[config.mk]
export PLATFORM = sky130hd
export DESIGN_NAME = mem_req_queue
export DESIGN_NICKNAME = d
export VERILOG_FILES = /design/src/rtl/mem_req_queue.sv
export SDC_FILE = /design/constraint.sdc
export NUM_CORES = 1
export LEC_CHECK = 0
export CAP_MARGIN = 20
export CORE_UTILIZATION = 55
export CTS_CLUSTER_DIAMETER = 120
export DETAILED_ROUTE_END_ITERATION = 10
export GPL_TIMING_DRIVEN = 0
export PLACE_DENSITY = 0.88
export SYNTH_ARGS = -nofsm -noshare
export SYNTH_HDL_FRONTEND = slang
export SYNTH_SLANG_ARGS = --single-unit
[constraint.sdc]
create_clock -name i_clkRAM -period 3.6 [get_ports i_clkRAM]
set_input_delay 0.72 -clock i_clkRAM [delete_from_list [all_inputs] [get_ports i_clkRAM]]
set_output_delay 0.72 -clock i_clkRAM [all_outputs]
set_load 0.005 [all_outputs]
[src/rtl/mem_req_queue.sv]
// mem_req_queue: request FIFO and one-at-a-time sequencer in front of the PSRAM QPI controller (memCtrl).
// Build option MEMQ_WRITE_COALESCE_EN merges a write into the youngest queued write to the same address.
module mem_req_queue #(
  parameter int DEPTH  = 4,
  parameter int ADDR_W = 24,
  parameter int DATA_W = 8
) (
  input  logic              i_clkRAM,
  input  logic              reset,
  input  logic              i_req,
  input  logic              i_we,
  input  logic [ADDR_W-1:0] i_addr,
  input  logic [DATA_W-1:0] i_wdata,
  output logic              o_ready,
  output logic              o_rvalid,
  output logic [DATA_W-1:0] o_rdata,
  output logic              o_idle,
  output logic              o_overflow,
  output logic              o_mem_cs,
  output logic              o_mem_write,
  output logic [ADDR_W-1:0] o_mem_addr,
  output logic [DATA_W-1:0] o_mem_wdata,
  input  logic              i_mem_busy,
  input  logic              i_mem_dataReady,
  input  logic [DATA_W-1:0] i_mem_rdata
);

  localparam int PTR_W = $clog2(DEPTH);
  localparam logic [PTR_W:0] FULL_CNT = (PTR_W+1)'(DEPTH);
  localparam logic [PTR_W:0] ONE_CNT  = (PTR_W+1)'(1);

  typedef enum logic [1:0] {S_IDLE, S_ISSUE, S_WAIT_ACK, S_WAIT_DONE} state_t;
  state_t state_reg;

  logic [ADDR_W-1:0] addr_mem [DEPTH];
  logic [DATA_W-1:0] data_mem [DEPTH];
  logic              we_mem   [DEPTH];

  logic [PTR_W-1:0]  rd_ptr_reg;
  logic [PTR_W-1:0]  wr_ptr_reg;
  logic [PTR_W-1:0]  tail_ptr;
  logic [PTR_W:0]    count_reg;
  logic [PTR_W:0]    count_next;
  logic [DATA_W-1:0] cap_reg;
  logic              empty;
  logic              full;
  logic              pop;
  logic              push;
  logic              coalesce;

  assign empty    = (count_reg == '0);
  assign full     = (count_reg == FULL_CNT);
  assign tail_ptr = wr_ptr_reg - PTR_W'(1);
  assign pop      = (state_reg == S_IDLE) && !empty;

`ifdef MEMQ_WRITE_COALESCE_EN
  // The head entry is never merged into while it is leaving the queue.
  assign coalesce = i_req && i_we && !empty && we_mem[tail_ptr] &&
                    (addr_mem[tail_ptr] == i_addr) &&
                    !(pop && (count_reg == ONE_CNT));
`else
  assign coalesce = 1'b0;
`endif

  // Full is judged on the current count, so a same-cycle pop cannot rescue a push.
  assign push = i_req && !full && !coalesce;

  always_comb begin
    count_next = count_reg;
    case ({push, pop})
      2'b10:   count_next = count_reg + ONE_CNT;
      2'b01:   count_next = count_reg - ONE_CNT;
      default: count_next = count_reg;
    endcase
  end

  always_ff @(posedge i_clkRAM) begin
    if (push) begin
      addr_mem[wr_ptr_reg] <= i_addr;
      data_mem[wr_ptr_reg] <= i_wdata;
      we_mem[wr_ptr_reg]   <= i_we;
    end else if (coalesce) begin
      data_mem[tail_ptr] <= i_wdata;
    end
  end

  assign o_idle = empty && (state_reg == S_IDLE) && !o_rvalid;

  always_ff @(posedge i_clkRAM or negedge reset) begin
    if (!reset) begin
      state_reg   <= S_IDLE;
      rd_ptr_reg  <= '0;
      wr_ptr_reg  <= '0;
      count_reg   <= '0;
      cap_reg     <= '0;
      o_ready     <= 1'b1;
      o_rvalid    <= 1'b0;
      o_rdata     <= '0;
      o_overflow  <= 1'b0;
      o_mem_cs    <= 1'b1;
      o_mem_write <= 1'b0;
      o_mem_addr  <= '0;
      o_mem_wdata <= '0;
    end else begin
      count_reg <= count_next;
      o_ready   <= (count_next != FULL_CNT);
      o_rvalid  <= 1'b0;
      if (push) begin
        wr_ptr_reg <= wr_ptr_reg + PTR_W'(1);
      end
      if (i_req && full && !coalesce) begin
        o_overflow <= 1'b1;
      end

      case (state_reg)
        S_IDLE: begin
          if (pop) begin
            o_mem_addr  <= addr_mem[rd_ptr_reg];
            o_mem_write <= we_mem[rd_ptr_reg];
            o_mem_wdata <= data_mem[rd_ptr_reg];
            o_mem_cs    <= 1'b0;
            rd_ptr_reg  <= rd_ptr_reg + PTR_W'(1);
            state_reg   <= S_ISSUE;
          end
        end
        S_ISSUE: begin
          o_mem_cs  <= 1'b1;
          state_reg <= S_WAIT_ACK;
        end
        S_WAIT_ACK: begin
          if (i_mem_busy) begin
            state_reg <= S_WAIT_DONE;
          end
        end
        S_WAIT_DONE: begin
          if (i_mem_dataReady) begin
            cap_reg <= i_mem_rdata;
          end
          if (!i_mem_busy) begin
            state_reg <= S_IDLE;
            // A read ends with a result even if memCtrl never flagged dataReady.
            if (!o_mem_write) begin
              o_rvalid <= 1'b1;
              o_rdata  <= i_mem_dataReady ? i_mem_rdata : cap_reg;
            end
          end
        end
        default: state_reg <= S_IDLE;
      endcase
    end
  end

endmodule

# == Word-level counts from Yosys, hierarchy flattened ==
# Memory sizes are Yosys's and may differ from the RTL's. A register that Yosys moved wholly into a read port is not among the register bits.
# Cells that the tools add are included.
# totals
register_bits,29
mem_bits_rw,132
in_bits,46
output_inout_bits,46
elab_cells,60
mem_count,3
# memory_table
name,depth,word_bits,rd,rd_ports_with_merged_regs,write_ports,line_no,rtl
addr_mem,4,24,1,1,1,35,logic [ADDR_W-1:0] addr_mem [DEPTH];
data_mem,4,8,1,1,1,36,logic [DATA_W-1:0] data_mem [DEPTH];
we_mem,4,1,1,1,1,37,logic we_mem [DEPTH];
# op_classes
n_addsub,4
n_eq_ne,10
mux,13
bitwise_logic,2
reduce_logical,18
# op_table
op,count
8-bit two-way mux,1
2-bit case mux with 4 select lines,1
"2-bit equality test, second input constant",3
1-bit logical NOT,6
1-bit two-way mux,6
2-bit two-way mux,3
"2-bit != test, second input constant",3
3-bit case mux with 2 select lines,1
3-bit AND reduction,2
1-bit logical AND,5
"2-bit by 1-bit adder with 2-bit output, second input constant",2
"2-bit by 1-bit equality test with 1-bit output, second input constant",2
2-bit AND reduction,2
"3-bit by 1-bit adder with 3-bit output, second input constant",1
"3-bit equality test, second input constant",1
3-bit logical NOT,1
"3-bit != test, second input constant",1
"3-bit by 1-bit subtractor with 3-bit output, second input constant",1
2-bit logical NOT,1
1-bit inverter,2
1-bit case mux with 2 select lines,1
2-bit nonzero test,1

# == Logic depth before layout (Yosys ltp) ==
# Gate-level depths: netlist of run 1.
# logic_depth
ltp_word,6
mapped_depth,11
ltp_nobuf,10

# == Worst setup path before layout of run 1 ==
# OpenSTA, ideal clock, no wires.
# synth_path
kind,reg-to-reg
startpoint,register state_reg[0]
endpoint,register o_ready
setup_time_ns,0.082
arrival_time_ns,2.450
t_required_ns,3.518
path_slack_ns,1.068
stages_incl_launch_ff,12
cell_sequence,dfrtp_1 -> inv_1 -> ha_1 -> o31ai_4 -> inv_2 -> buf_2 -> ha_1 -> inv_1 -> fa_1 -> xor2_1 -> or3_1 -> a211o_1
# synth_via
elab_chain_len,5
elab_cells_between_ends,6
classes_between,3 x eq/ne; 1 x mux; 2 x reduce/logical
# synth_rtl
element,line_no,rtl
from (decl),33,state_t state_reg;
from (signal assigned),91,state_reg <= S_IDLE;
from (signal assigned),123,state_reg <= S_ISSUE;
from (signal assigned),128,state_reg <= S_WAIT_ACK;
2-bit logical NOT (*),54,assign pop = (state_reg == S_IDLE) && !empty;
1-bit logical AND (*),54,
2-bit by 1-bit equality test with 1-bit output or 2-bit equality test (tied branches),70,"case ({push, pop})"
3-bit case mux with 2 select lines (*),70,
3-bit != test (*),106,o_ready <= (count_next != FULL_CNT);
to (signal assigned),106,
to (decl),14,"output logic o_ready,"
# Every way passes the cells marked *; elsewhere a longest branch is shown, timed or not.
# A chain may end at the register's enable or synchronous reset.

# == Worst setup path after layout of run 1 ==
# layout_path
startpoint,register state_reg[0]
endpoint,output o_idle
# layout_via
elab_chain_len,3
# layout_rtl
element,line_no,rtl
2-bit logical NOT,87,assign o_idle = empty && (state_reg == S_IDLE) && !o_rvalid;
1-bit logical AND (2 in series),87,
to (decl),17,"output logic o_idle,"
# No other way between the ends.

==> impl_metrics.py, run 1 <==
metrics = {
    "status": {
        "status": "completed",
    },
    "power": {
        "ir_worst_vdd_mv": 0.539,
        "p_seq_share_pct": 43.4,
        "p_leak_nw": 3.58,
        "p_per_area_nw_per_um2": 842,
        "p_int_mw": 5.50,
        "sw_frac_of_total_pct": 29.3,
        "clock_power_share_pct": 25.0,
        "power_switching_mw": 2.28,
        "pwr-share-comb_pct": 31.6,
        "total_power_mw": 7.77,
    },
    "floorplanning": {
        "coreArea_sq_um": 13200,
        "die_w_um": 119,
        "start_util_pct": 56.5,
        "dieArea_sq_um": 14100,
        "rows": 42,
        "die_h_um": 119,
        "ios": 92,
    },
    "critical_path": {
        "start_kind": "flip-flop",
        "cp_max_fo": 4,
        "worstPathCellList": "inv_1 > ha_1 > or4b_4 > nor2_1 > clkdlybuf4s50_1",
        "worst_ep_required_time_ns": 2.88,
        "cp.arrival_ns": 2.32,
        "slowest_delay_ns": 0.52,
        "cpMaxStageDelayCell": "or4b_4",
        "path_class": "reg -> out",
        "cp-end-kind": "output pin",
    },
    "synthesis": {
        "synth_top_cell_area_share_pct": 53.0,
        "synth-seq-area-share_pct": 73.8,
        "synth_area_sq_um": 7480,
        "synth_seq_cells": 194,
        "synth_cell_types": 33,
        "synthArstFlopShare_pct": 32.0,
        "ys_warn_count": 0,
        "synth.area.top_cells": "edfxtp_1, dfrtp_1, mux4_1, nand2_1, mux4_2",
        "syn-num-nets": 482,
        "syn_inst": 425,
        "syn_area_per_cell_sq_um": 17.6,
        "synth_flop_cell": "edfxtp_1",
        "synth_top_area_cell": "edfxtp_1",
        "synth_edf_count": 132,
    },
    "global_route": {
        "grt_antenna_before_repair": 0,
        "grt_usage_pct": 20.9,
        "overflow": 0,
        "grt_max_degree": 38,
        "grt_pass1_vias": 4185,
        "grt_pass1_wl_um": 21400,
    },
    "timing": {
        "tightest_slew_ns": 0.930,
        "fin_crit_sh_pct": 84.4,
        "rsz0062_at_grt": "no",
        "finalSetupViolations": 0,
        "slew-limit-headroom_pct": 38.0,
        "drv_slew": 0,
        "timing.fmax_ghz": 0.329,
        "layout_min_cycle_time_ns": 3.04,
        "final_hold_viol_count": 0,
        "skew_ns": 0.00808,
    },
    "clock_tree": {
        "cts.repair.resized": 0,
        "hold_buffers": 0,
        "htreeDepth": 4,
        "cts_max_path_buffers": 2,
        "cts_root_buf": "clkbuf_16",
        "tritoncts": "yes",
        "numCtsBuffers": 17,
        "post-cts-setup-buffers": 0,
        "cts.clk_slew.worst_paths_ns": 0.07,
        "clk_latency_ns": 0.43,
        "cts_sinks": 194,
    },
    "route": {
        "ant_nets": 0,
        "avgRoutedWirePerCell_um": 18.7,
        "drtPass1Iterations": 4,
        "dr.first_iter.drc_count": 212,
        "vias_per_cell": 5.43,
        "drc": 0,
        "routed_wl_um": 13500,
        "num_vias": 3930,
    },
    "placement": {
        "io_buffers": 90,
        "place_congestion": 0.792,
        "post_dp_cell_area_sq_um": 8620,
        "hpwl_um": 8710,
    },
    "layout": {
        "largest_reg_flops": 96,
        "fin_nets": 592,
        "final_common_cell": "edfxtp_1",
        "layout-drive-gt1-share_pct": 15.5,
        "mostFrequentLayoutCells": "edfxtp_1, nand2_1, clkdlybuf4s50_1",
        "final-seq-area_sq_um": 5520,
        "top_register": "addr_mem",
        "reg_top3": "addr_mem x96, data_mem x32, o_mem_addr x24",
        "area.growth.synth_to_final_pct": 23.5,
        "diodes": 0,
        "multi_input_area_sq_um": 1830,
        "fill_cells": 864,
        "final_area_sq_um": 9230,
    },
    "hold_path": {
        "hold_path_class": "in -> async",
    },
    "job": {
        "maxCapViolCount": 0,
    },
}
[final cells by class]
cell class              instances  share of cell area [%]
well taps                     176                    2.38
repair buffers                 91                    9.92
clock inverters                15                    2.06
inverters                       9                   0.366
flip-flops and latches        194                    59.8
plain buffers                  16                    1.12
multi-input cells             206                    19.8
clock buffers                  17                    4.61
[Yosys cell counts, types with 2 or more instances]
library cell  number
and2_1             4
mux4_2            15
mux2_2             9
xnor2_1            4
dfstp_2            2
nor2_1            11
a21oi_1            8
dfrtp_1           60
buf_2             11
inv_1              8
buf_6              4
mux4_1            18
ha_1              10
nand2_1          103
edfxtp_1         132
mux2i_1            9
[metrics by stage]
step	hold slack (ns)	setup TNS, ns	instances	utilization, %	setup WS (ns)
2_1_floorplan	0.424	0	425	-	1.07
3_3_place_gp	0.458	-12.22	691	64.9	-0.209
3_5_place_dp	0.464	0	692	65.1	0.667
4_1_cts	0.331	0	724	69.7	0.546
5_1_grt	0.375	0	724	69.7	0.465
6_report	0.326	0	724	69.7	0.562
[metal layers]
| metal | global-route usage (%) | part of all wire [%] | up-vias |
|---|---|---|---|
| met3 | 4.87 | 4.9 | 22 |
| met5 | 0 | 0 | - |
| met4 | 9.18 | 2.0 | 0 |
| met1 | 24.8 | 40 | 1974 |
| li1 | - | - | 1803 |
| met2 | 36.3 | 53 | 131 |
[worst paths after layout]
path | start | to | slack (ns) | cells after the start
hold / removal | reset | count_reg[0] | 0.33 | 1
setup reg to reg | state_reg[0] | o_ready | 0.70 | 11
hold reg to reg | o_mem_addr[16] | o_mem_addr[16] | 0.47 | 2
min in group i_clkRAM | o_mem_addr[16] | o_mem_addr[16] | 0.47 | 2
max in group asynchronous | reset | o_mem_cs | 2.61 | 2
setup / recovery | state_reg[0] | o_idle | 0.56 | 5
[power by group through the flow]
stage / clock network (mW) / logic, mW / registers (mW)
2_1_floorplan: 0 / 1.47 / 3.36
3_3_place_gp: 0 / 2.34 / 3.37
3_5_place_dp: 0 / 2.48 / 3.41
4_1_cts: 1.96 / 2.50 / 3.38
5_1_grt: 2.05 / 2.70 / 3.43
6_report: 1.94 / 2.46 / 3.37
[logic make-up (layout without fill, tap and decap cells)]
family / count (synthesis) / count (layout) / synth area share [%]
adder cells (fa/ha/maj): 11 / 11 / 1.94
flip-flops: 194 / 194 / 73.8
AO/OA/AOI/OAI: 15 / 15 / 1.52
AND/OR/NAND/NOR: 123 / 123 / 6.71
buffers and inverters: 25 / 148 / 1.84
multiplexers: 52 / 52 / 13.6
XOR/XNOR: 5 / 5 / 0.586
[worst max-delay path, delay by kind of cell (launching register included)]
| family | cells | cell delay, ns |
|---|---|---|
| adder cells (fa/ha/maj) | 1 | 0.24 |
| buffers and inverters | 2 | 0.63 |
| flip-flops | 1 | 0.40 |
| AND/OR/NAND/NOR | 2 | 0.62 |
(Power assumes the default switching activity.)
==> run 2, diff against run 1 <==
==> constraint.sdc (replaced) <==
create_clock -name i_clkRAM -period 2.9 [get_ports i_clkRAM]
set_input_delay 0.58 -clock i_clkRAM [delete_from_list [all_inputs] [get_ports i_clkRAM]]
set_output_delay 0.58 -clock i_clkRAM [all_outputs]
set_load 0.005 [all_outputs]
==> impl_metrics.py, run 2 (synthesized netlist as in run 1, its figures left out) <==
metrics = {
    "status": {
        "status": "completed",
    },
    "critical_path": {
        "cp-end-kind": "output pin",
        "reg2regPathDepth": 10,
        "slowest_delay_ns": 0.50,
        "critPathTopFamily": "buffers and inverters",
        "path_class": "reg -> out",
        "r2r-end": "o_ready",
        "setup.worst_path.end": "o_idle",
        "cpMaxStageDelayCell": "or4b_4",
        "regToRegSetupSlack_ns": 0.18,
        "path_buf_inv": 2,
        "cp_max_fo": 4,
        "worstPathCellList": "inv_2 > ha_2 > or4b_4 > nor2_1 > clkdlybuf4s50_1",
        "worst_ep_required_time_ns": 2.32,
        "start_kind": "flip-flop",
        "startpoint": "state_reg[0]",
        "r2r_start": "state_reg[0]",
        "cp.depth": 5,
        "cp.arrival_ns": 2.24,
    },
    "timing": {
        "finalSetupViolations": 0,
        "layout_min_cycle_time_ns": 2.82,
        "tightest_slew_ns": 0.921,
        "fin_crit_sh_pct": 97.3,
        "timing.fmax_ghz": 0.354,
        "slew-limit-headroom_pct": 38.6,
        "skew_ns": 0.00893,
        "drv_slew": 0,
        "setup_ws_ns": 0.0772,
        "final_hold_viol_count": 0,
    },
    "power": {
        "sw_frac_of_total_pct": 29.3,
        "p_int_mw": 6.84,
        "total_power_mw": 9.69,
        "power_switching_mw": 2.84,
        "p_leak_nw": 3.58,
        "clock_power_share_pct": 24.9,
        "p_seq_share_pct": 43.2,
        "ir_worst_vdd_mv": 0.673,
        "pwr-share-comb_pct": 31.9,
        "p_per_area_nw_per_um2": 1050,
    },
    "floorplanning": {
        "coreArea_sq_um": 13200,
        "rows": 42,
        "start_util_pct": 56.5,
        "die_w_um": 119,
        "die_h_um": 119,
        "ios": 92,
        "dieArea_sq_um": 14100,
    },
    "route": {
        "drc": 0,
        "routed_wl_um": 13600,
        "num_vias": 3912,
        "dr.first_iter.drc_count": 217,
        "vias_per_cell": 5.39,
        "drtPass1Iterations": 5,
        "ant_nets": 0,
        "avgRoutedWirePerCell_um": 18.7,
    },
    "layout": {
        "top_register": "addr_mem",
        "multi_input_area_sq_um": 1830,
        "final_common_cell": "edfxtp_1",
        "diodes": 0,
        "fin_nets": 594,
        "largest_reg_flops": 96,
        "mostFrequentLayoutCells": "edfxtp_1, nand2_1, clkdlybuf4s50_1",
        "fill_cells": 862,
        "final-seq-area_sq_um": 5520,
        "layout-drive-gt1-share_pct": 16.4,
        "reg_top3": "addr_mem x96, data_mem x32, o_mem_addr x24",
        "area.growth.synth_to_final_pct": 23.8,
        "final_util_pct": 69.9,
    },
    "clock_tree": {
        "cts.clk_slew.worst_paths_ns": 0.07,
        "cts_sinks": 194,
        "clk_latency_ns": 0.43,
        "cts_max_path_buffers": 2,
        "htreeDepth": 4,
        "tritoncts": "yes",
        "hold_buffers": 0,
        "numCtsBuffers": 17,
        "cts_root_buf": "clkbuf_16",
    },
    "hold_path": {
        "hold_path_class": "in -> async",
    },
    "global_route": {
        "grt_pass1_wl_um": 21400,
        "grt_usage_pct": 20.9,
        "overflow": 0,
        "grtUsageMet3_pct": 4.87,
        "grt_max_degree": 38,
        "grt_pass1_vias": 4179,
        "grt_use_met1_pct": 24.8,
        "grt_antenna_before_repair": 0,
        "busiest_layer": "met2",
        "use_met2_pct": 36.3,
    },
    "placement": {
        "place_congestion": 0.792,
        "place_ws_ns": 0.0341,
        "hpwl_um": 8710,
        "io_buffers": 90,
    },
    "job": {
        "maxCapViolCount": 0,
    },
}
-- run 2: cell count changes in the layout (fill, tap and decap cells not counted), sizes merged --
cell | previous run | this run
buf | 17 | 19
-- run 2: how the worst min path moves through the flow --
stage | end | cells past startpoint | slack, ns | from
floorplan | cap_reg[0] | 0 | 0.28 | reset
global placement | o_mem_addr[6] | 2 | 0.46 | o_mem_addr[6]
detailed placement | o_mem_addr[10] | 2 | 0.46 | o_mem_addr[10]
CTS | count_reg[0] | 1 | 0.19 | reset
global route | o_overflow | 1 | 0.23 | reset
finish | count_reg[0] | 1 | 0.18 | reset
-- run 2: layout make-up --
type                            count  area share, %
Clock inverter                     15           2.06
Timing Repair Buffer               94           10.1
Buffer                             15           1.07
Sequential cell                   194           59.6
Tap cell                          176           2.38
Clock buffer                       17           4.60
Multi-Input combinational cell    206           19.8
Inverter                            9          0.365
-- run 2: power groups by stage --
stage | Combinational, mW | Sequential, mW | Clock [mW]
after CTS | 3.10 | 4.19 | 2.43
after global placement | 2.91 | 4.19 | 0
final | 3.09 | 4.19 | 2.42
after floorplan | 1.83 | 4.17 | 0
after global routing | 3.38 | 4.25 | 2.54
after detailed placement | 3.08 | 4.24 | 0
-- run 2: metal layers --
metal  routed length, um  vias up
li1                    -     1803
met1                5460     1964
met2                7140      123
met3                 672       22
met4                 276        0
met5                   0        -
-- run 2: repair_timing --
item	CTS	global route
endpoints found under the setup margin	2	2
setup buffers	0	3
resized for setup	1	2
-- run 2: per-stage QoR --
stage                     hold WS [ns]  cell area [sq um]  TNS [ns]  instances
after floorplan                  0.284               7480         0        425
after global routing             0.235               9250  -0.00891        726
after global placement           0.458               8600    -78.93        691
final                            0.184               9250         0        726
after CTS                        0.191               9230         0        723
after detailed placement         0.464               8620         0        692
